--- config.mk ---
export PLATFORM = sky130hd
export DESIGN_NAME = usb11_host_txn_sched
export DESIGN_NICKNAME = d
export VERILOG_FILES = /design/src/rtl/usb11_host_txn_sched.sv
export SDC_FILE = /design/constraint.sdc
export NUM_CORES = 1
export LEC_CHECK = 0
export ABC_AREA = 1
export CORE_AREA = 2 2 108 79
export CTS_CLUSTER_SIZE = 25
export DETAILED_ROUTE_END_ITERATION = 8
export DIE_AREA = 0 0 110 81
export GPL_TIMING_DRIVEN = 0
export MAX_ROUTING_LAYER = met4
export PLACE_DENSITY = 0.8
export REMOVE_ABC_BUFFERS = 1
export SKIP_LAST_GASP = 1
export SLEW_MARGIN = 5
export SYNTH_ARGS = -nofsm -noshare
export SYNTH_HDL_FRONTEND = slang
export SYNTH_SLANG_ARGS = --single-unit
--- constraint.sdc ---
create_clock -name clk -period 2.7 [get_ports clk]
set_input_delay 0.54 -clock clk [delete_from_list [all_inputs] [get_ports clk]]
set_output_delay 0.54 -clock clk [all_outputs]
set_load 0.05 [all_outputs]
--- src/rtl/usb11_host_txn_sched.sv ---
// usb11_host_txn_sched: host-side transaction sequencer feeding usb11_send.
// It builds a token packet (SYNC, PID, ADDR/ENDP, CRC5). For SETUP/OUT it
// follows with a data packet (SYNC, DATAx, 0..8 payload bytes, CRC16).
// It also enforces the frame-start window and the inter-packet gap.
module usb11_host_txn_sched #(
  parameter int unsigned START_MAX = 1300,
  parameter int unsigned START_MIN = 3,
  parameter int unsigned IPD_CLKS  = 32
) (
  input  logic        clk,
  input  logic        rst,
  input  logic        req,
  input  logic [3:0]  req_pid,
  input  logic [6:0]  req_addr,
  input  logic [3:0]  req_endp,
  input  logic [3:0]  req_dpid,
  input  logic [3:0]  req_len,
  output logic        ack,
  output logic        busy,
  output logic        done,
  output logic [2:0]  dbuf_addr,
  input  logic [7:0]  dbuf_data,
  output logic [7:0]  sbyte,
  output logic        sbyte_wr,
  output logic        last_pkt_byte,
  input  logic        show_next,
  input  logic        pkt_end,
  input  logic [10:0] ls_bit_time
);

  localparam logic [2:0] IDLE       = 3'd0;
  localparam logic [2:0] WAIT_FRAME = 3'd1;
  localparam logic [2:0] TOK        = 3'd2;
  localparam logic [2:0] TOK_END    = 3'd3;
  localparam logic [2:0] GAP        = 3'd4;
  localparam logic [2:0] DAT        = 3'd5;
  localparam logic [2:0] DAT_END    = 3'd6;
  localparam logic [2:0] FIN        = 3'd7;

  localparam int         GAP_W       = (IPD_CLKS > 2) ? $clog2(IPD_CLKS) : 1;
  localparam logic [GAP_W-1:0] GAP_LOAD = GAP_W'(IPD_CLKS - 1);
  localparam logic [10:0] START_MIN_L = 11'(START_MIN);
  localparam logic [10:0] START_MAX_L = 11'(START_MAX);

  // Reflected CRC5 (poly 0x14) over {endp, addr}, addr[0] first, complemented.
  function automatic logic [4:0] crc5_calc(input logic [10:0] din);
    logic [4:0] c;
    c = 5'h1F;
    for (int i = 0; i < 11; i++) begin
      if (c[0] ^ din[i]) c = (c >> 1) ^ 5'h14;
      else               c = c >> 1;
    end
    return ~c;
  endfunction

  // Reflected CRC16 (poly 0xA001) advanced by one byte, LSB first.
  function automatic logic [15:0] crc16_byte(input logic [15:0] cin, input logic [7:0] b);
    logic [15:0] c;
    c = cin;
    for (int i = 0; i < 8; i++) begin
      if (c[0] ^ b[i]) c = (c >> 1) ^ 16'hA001;
      else             c = c >> 1;
    end
    return c;
  endfunction

  logic [2:0]       state_q, state_d;
  logic [3:0]       idx_q, idx_d;
  logic [3:0]       pid_q, pid_d;
  logic [6:0]       addr_q, addr_d;
  logic [3:0]       endp_q, endp_d;
  logic [3:0]       dpid_q, dpid_d;
  logic [3:0]       len_q, len_d;
  logic [GAP_W-1:0] gap_q, gap_d;
  logic [15:0]      crc16_q, crc16_d;
  logic [7:0]       sbyte_q, sbyte_d;
  logic             sbyte_wr_q, sbyte_wr_d;
  logic             last_q, last_d;
  logic             ack_q, ack_d;
  logic             busy_q, busy_d;
  logic             done_q, done_d;
  logic [3:0]       idx_nxt;
  logic [3:0]       idx_m1;
  logic [4:0]       crc5_val;

  assign crc5_val = crc5_calc({endp_q, addr_q});

  // Next-state, byte selection and CRC update for the transaction sequence.
  always_comb begin
    state_d    = state_q;
    idx_d      = idx_q;
    pid_d      = pid_q;
    addr_d     = addr_q;
    endp_d     = endp_q;
    dpid_d     = dpid_q;
    len_d      = len_q;
    gap_d      = gap_q;
    crc16_d    = crc16_q;
    sbyte_d    = sbyte_q;
    sbyte_wr_d = 1'b0;
    last_d     = 1'b0;
    ack_d      = 1'b0;
    busy_d     = busy_q;
    done_d     = 1'b0;
    idx_nxt    = idx_q + 4'd1;
    case (state_q)
      IDLE: begin
        if (req) begin
          pid_d   = req_pid;
          addr_d  = req_addr;
          endp_d  = req_endp;
          dpid_d  = req_dpid;
          len_d   = (req_len > 4'd8) ? 4'd8 : req_len;
          ack_d   = 1'b1;
          busy_d  = 1'b1;
          state_d = WAIT_FRAME;
        end
      end
      WAIT_FRAME: begin
        if (!(ls_bit_time < START_MIN_L || ls_bit_time > START_MAX_L)) begin
          state_d    = TOK;
          idx_d      = 4'd0;
          sbyte_d    = 8'h80;
          sbyte_wr_d = 1'b1;
          crc16_d    = 16'hFFFF;
        end
      end
      TOK: begin
        if (show_next) begin
          idx_d      = idx_nxt;
          sbyte_wr_d = 1'b1;
          if (idx_nxt == 4'd1)      sbyte_d = {~pid_q, pid_q};
          else if (idx_nxt == 4'd2) sbyte_d = {endp_q[0], addr_q};
          else begin
            sbyte_d = {crc5_val, endp_q[3:1]};
            last_d  = 1'b1;
            state_d = TOK_END;
          end
        end
      end
      TOK_END: begin
        if (pkt_end) begin
          if (pid_q == 4'hD || pid_q == 4'h1) begin
            state_d = GAP;
            gap_d   = GAP_LOAD;
          end else begin
            state_d = FIN;
            done_d  = 1'b1;
            busy_d  = 1'b0;
          end
        end
      end
      GAP: begin
        // The strobe is registered, so DAT is entered as the counter reaches
        // zero; that puts the first data strobe IPD_CLKS cycles after pkt_end.
        gap_d = gap_q - GAP_W'(1);
        if (gap_q <= GAP_W'(1)) begin
          state_d    = DAT;
          idx_d      = 4'd0;
          sbyte_d    = 8'h80;
          sbyte_wr_d = 1'b1;
          crc16_d    = 16'hFFFF;
        end
      end
      DAT: begin
        if (show_next) begin
          idx_d      = idx_nxt;
          sbyte_wr_d = 1'b1;
          if (idx_nxt == 4'd1) sbyte_d = {~dpid_q, dpid_q};
          else if (idx_nxt <= len_q + 4'd1) begin
            sbyte_d = dbuf_data;
            crc16_d = crc16_byte(crc16_q, dbuf_data);
          end else if (idx_nxt == len_q + 4'd2) sbyte_d = ~crc16_q[7:0];
          else begin
            sbyte_d = ~crc16_q[15:8];
            last_d  = 1'b1;
            state_d = DAT_END;
          end
        end
      end
      DAT_END: begin
        if (pkt_end) begin
          state_d = FIN;
          done_d  = 1'b1;
          busy_d  = 1'b0;
        end
      end
      default: begin
        state_d = IDLE;
      end
    endcase
  end

  // Payload read address points at the byte that the next show_next will send.
  always_comb begin
    idx_m1    = idx_q - 4'd1;
    dbuf_addr = 3'd0;
    if (state_q == DAT && idx_q != 4'd0 && idx_q <= len_q) dbuf_addr = idx_m1[2:0];
  end

  // State and output registers, cleared asynchronously.
  always_ff @(posedge clk or posedge rst) begin
    if (rst) begin
      state_q    <= IDLE;
      idx_q      <= 4'd0;
      pid_q      <= 4'd0;
      addr_q     <= 7'd0;
      endp_q     <= 4'd0;
      dpid_q     <= 4'd0;
      len_q      <= 4'd0;
      gap_q      <= '0;
      crc16_q    <= 16'hFFFF;
      sbyte_q    <= 8'd0;
      sbyte_wr_q <= 1'b0;
      last_q     <= 1'b0;
      ack_q      <= 1'b0;
      busy_q     <= 1'b0;
      done_q     <= 1'b0;
    end else begin
      state_q    <= state_d;
      idx_q      <= idx_d;
      pid_q      <= pid_d;
      addr_q     <= addr_d;
      endp_q     <= endp_d;
      dpid_q     <= dpid_d;
      len_q      <= len_d;
      gap_q      <= gap_d;
      crc16_q    <= crc16_d;
      sbyte_q    <= sbyte_d;
      sbyte_wr_q <= sbyte_wr_d;
      last_q     <= last_d;
      ack_q      <= ack_d;
      busy_q     <= busy_d;
      done_q     <= done_d;
    end
  end

  assign sbyte         = sbyte_q;
  assign sbyte_wr      = sbyte_wr_q;
  assign last_pkt_byte = last_q;
  assign ack           = ack_q;
  assign busy          = busy_q;
  assign done          = done_q;

endmodule

==> flow_summary_export.csv <==
group,metric,value,unit
clock_tree,root_buffer,"clkbuf_8",
worst_setup_path,start_kind,"register",
global_route,antenna_found_initial,0,
power_and_ir_drop,seqPwrFrac,26.9,%
synthesis,ys_seq_elements,64,
die,io_pins,63,
route,dr.pass1.iters,5,
global_route,grt_max_degree,65,
final_layout,final_cell_area,5308,µm²
timing,worst_pin_slew,876.4,ps
timing,period_minus_slack,2606,ps
min_path,hold_class,"register to register",
worst_setup_path,cp-end-kind,"primary output",
final_layout,layout_common_cells,"201 x nand2_1, 74 x inv_1, 59 x clkdlybuf4s50_1, 45 x o21ai_0, 45 x dfrtp_1",
clock_tree,worstSkewPairLatency,350,ps
run_status,status,"complete, no violations",
final_layout,layout.nets,720,
worst_setup_path,required,2160,ps
power_and_ir_drop,cellPowerDensity,1188,nW/µm²
power_and_ir_drop,comb_power_share,57.9,%
worst_setup_path,crit_chain,"inv_1, ha_1, inv_1, nor2_1, o21bai_1, nand2_1, o21ai_0, o211ai_1, nor2_1, clkbuf_4",
timing,final_hold_viol_count,0,
power_and_ir_drop,intPower,3.246,mW
global_route,overflow,0,
worst_setup_path,worstPathArrival,2070,ps
worst_setup_path,worst-path-buf-inv,3,
synthesis,ys_seq_area_share,38.37,%
route,ant_nets,0,
timing,worst_clock_skew,8.006,ps
timing,slew_violations,0,
final_layout,antenna_cells,0,
route,drt_iter0_markers,263,
place,place_area,4910,µm²
synthesis,syn_area,4227,µm²
final_layout,layout_commonest_cell,"nand2_1",
die,die_y,81,µm
timing,finalCritPeriodShare,96.53,%
timing,slew_headroom,41.51,%
timing,fmax,383.7,MHz
worst_setup_path,rrSetupSlack,150,ps
global_route,track_usage,26.44,%
worst_setup_path,crit_cells,10,
die,die_area,8910,µm²
synthesis,ys_warn_count,0,
power_and_ir_drop,clkPwrFrac,15.3,%
power_and_ir_drop,switching_share,48.53,%
synthesis,avgSynthCellArea,7.164,µm²
worst_setup_path,ff2ff_path_depth,13,
worst_setup_path,critPathMaxFanout,4,
power_and_ir_drop,p_sw,3.061,mW
timing,setup_slack,93.81,ps
power_and_ir_drop,p_leak,2.707,nW
die,num_rows,28,
synthesis,synth_edf_count,0,
final_layout,regArea,1625,µm²
clock_tree,cts_buffers,9,
final_layout,areaGrowthSynthToFinish,25.58,%
die,die_x,110,µm
route,wirelength,10920,µm
clock_tree,clkTransAtPathRegs,80,ps
timing,rsz0062_at_grt,"yes",
flow_run,drv_cap,0,
clock_tree,clockBufferDepth,2,
global_route,grt_pass1_vias,3837,
final_layout,drive_gt1_share,10.57,%
min_path,hold_path_depth,2,
place,preCtsSetupSlack,-741.3,ps
clock_tree,htreeDepth,3,
synthesis,async_reset_ff_share,100.0,%
clock_tree,cts_hold_buf,0,
global_route,grt_pass1_wl,17700,µm
timing,setup_viol,0,
place,dp_hpwl,7680,µm
route,post_drt_wl_per_cell,14.24,µm
synthesis,synthCells,590,
route,vias,4114,
worst_setup_path,cp_top_family,"flip-flops",
final_layout,multi_input_comb_area,2322,µm²
clock_tree,cts_num_sinks,64,
worst_setup_path,max_stage_delay,410,ps
route,avgViaCountPerCell,5.364,
place,gp_congestion,0.9891,
route,drc_errors,0,
die,initial_core_util,52.68,%
clock_tree,cts_tree,"built",
worst_setup_path,cp_slowest_cell,"dfrtp_1",
synthesis,ys_types,38,
worst_setup_path,worstSetupPathType,"register to primary output",
die,core,8023,µm²
power_and_ir_drop,vdd_drop_max,0.0006061,V
place,io_buffers,62,
synthesis,dominantRegCellSynth,"dfrtp_1",
final_layout,n_fill_cell,695,
==> flip-flops by register name, summed over array words and instances, names as in the netlist, 4 cells and up <==
signal,count
gap_q,5
len_q,4
addr_q,7
sbyte,8
idx_q,4
pid_q,4
dpid_q,4
crc16_q,16
endp_q,4
==> per-stage QoR <==
stage	cells	utilization (%)	hold WS (ps)	setup TNS (ps)	power (mW)
after floorplan	576	-	443.6	0	4.160
after global placement	743	61.17	460.8	-36510	4.923
after detailed placement	743	61.20	466.5	-11350	5.062
after CTS	762	65.02	485.2	-23.68	6.146
after global routing	767	66.16	506.2	-1157	6.829
final	767	66.16	479.2	0	6.307
==> worst register-to-register path, delay by kind of cell (launching register included) <==
kind                     cells  cell delay [ps]
AND/OR/NAND/NOR              5              570
AO/OA/AOI/OAI                3              420
buffers and inverters        3              380
adder cells (fa/ha/maj)      2              650
flip-flops                   1              450
==> worst paths after layout <==
path,end,start
min,sbyte[2],sbyte[2]
max reg2reg,crc16_q[13],idx_q[1]
max,dbuf_addr[1],len_q[1]
min reg2reg,sbyte[2],sbyte[2]
max in group asynchronous,idx_q[0],rst
min in group asynchronous,idx_q[2],rst
==> timing repair <==
item	4_1_cts	5_1_grt
buffers inserted	3	5
resized for setup	17	27
endpoints found under the setup margin	30	31
pin swaps	2	3
==> power by group through the flow <==
stage | clock network [mW] | registers [mW] | logic [mW]
after floorplan | 0 | 1.85 | 2.31
after global placement | 0 | 1.67 | 3.26
after detailed placement | 0 | 1.68 | 3.38
after CTS | 0.972 | 1.68 | 3.50
after global routing | 1.01 | 1.74 | 4.08
final | 0.964 | 1.69 | 3.65
==> layer usage <==
| layer | global-route usage [%] | vias to the layer above | part of all wire [%] |
|---|---|---|---|
| met5 | - | - | 0 |
| met4 | 7.975 | 0 | 1.6 |
| met3 | 6.340 | 22 | 6.8 |
| met2 | 41.29 | 146 | 46 |
| met1 | 34.24 | 1935 | 45 |
| li1 | - | 2011 | - |
==> logic make-up (layout without fill, tap and decap cells) <==
kind of cell,count (synthesis),in the layout,synth area share [%]
AOI/OAI and AO/OA,94,94,12.76
buffers and inverters,93,165,8.703
and+or+nand+nor,292,292,28.48
adders and majority gates,16,16,4.736
DFF,64,64,38.37
xor gates and xnor gates,31,31,6.957
==> synth_stat cells, types with 7 or more instances <==
master   number  area (µm²)
dfstp_2      16       420.4
nand3_1      27       135.1
a21oi_1      16       80.08
dfrtp_1      48        1201
xor2_1       17       148.9
xnor2_1      11       96.34
inv_1        78       292.8
nor3_1        7       35.03
a22oi_1      11       82.58
o21ai_0      45       225.2
nor2_1       35       131.4
nand2_1     203       762.0
ha_1         16       200.2
==> cell type report <==
cell class,instances,share of cell area (%)
Timing Repair Buffer,70,13.01
Tap cell,105,2.475
Multi-Input combinational cell,433,43.75
Clock inverter,4,1.438
Inverter,79,5.776
Sequential cell,64,30.62
Clock buffer,12,2.923
Power figures use the tool's default switching activity.
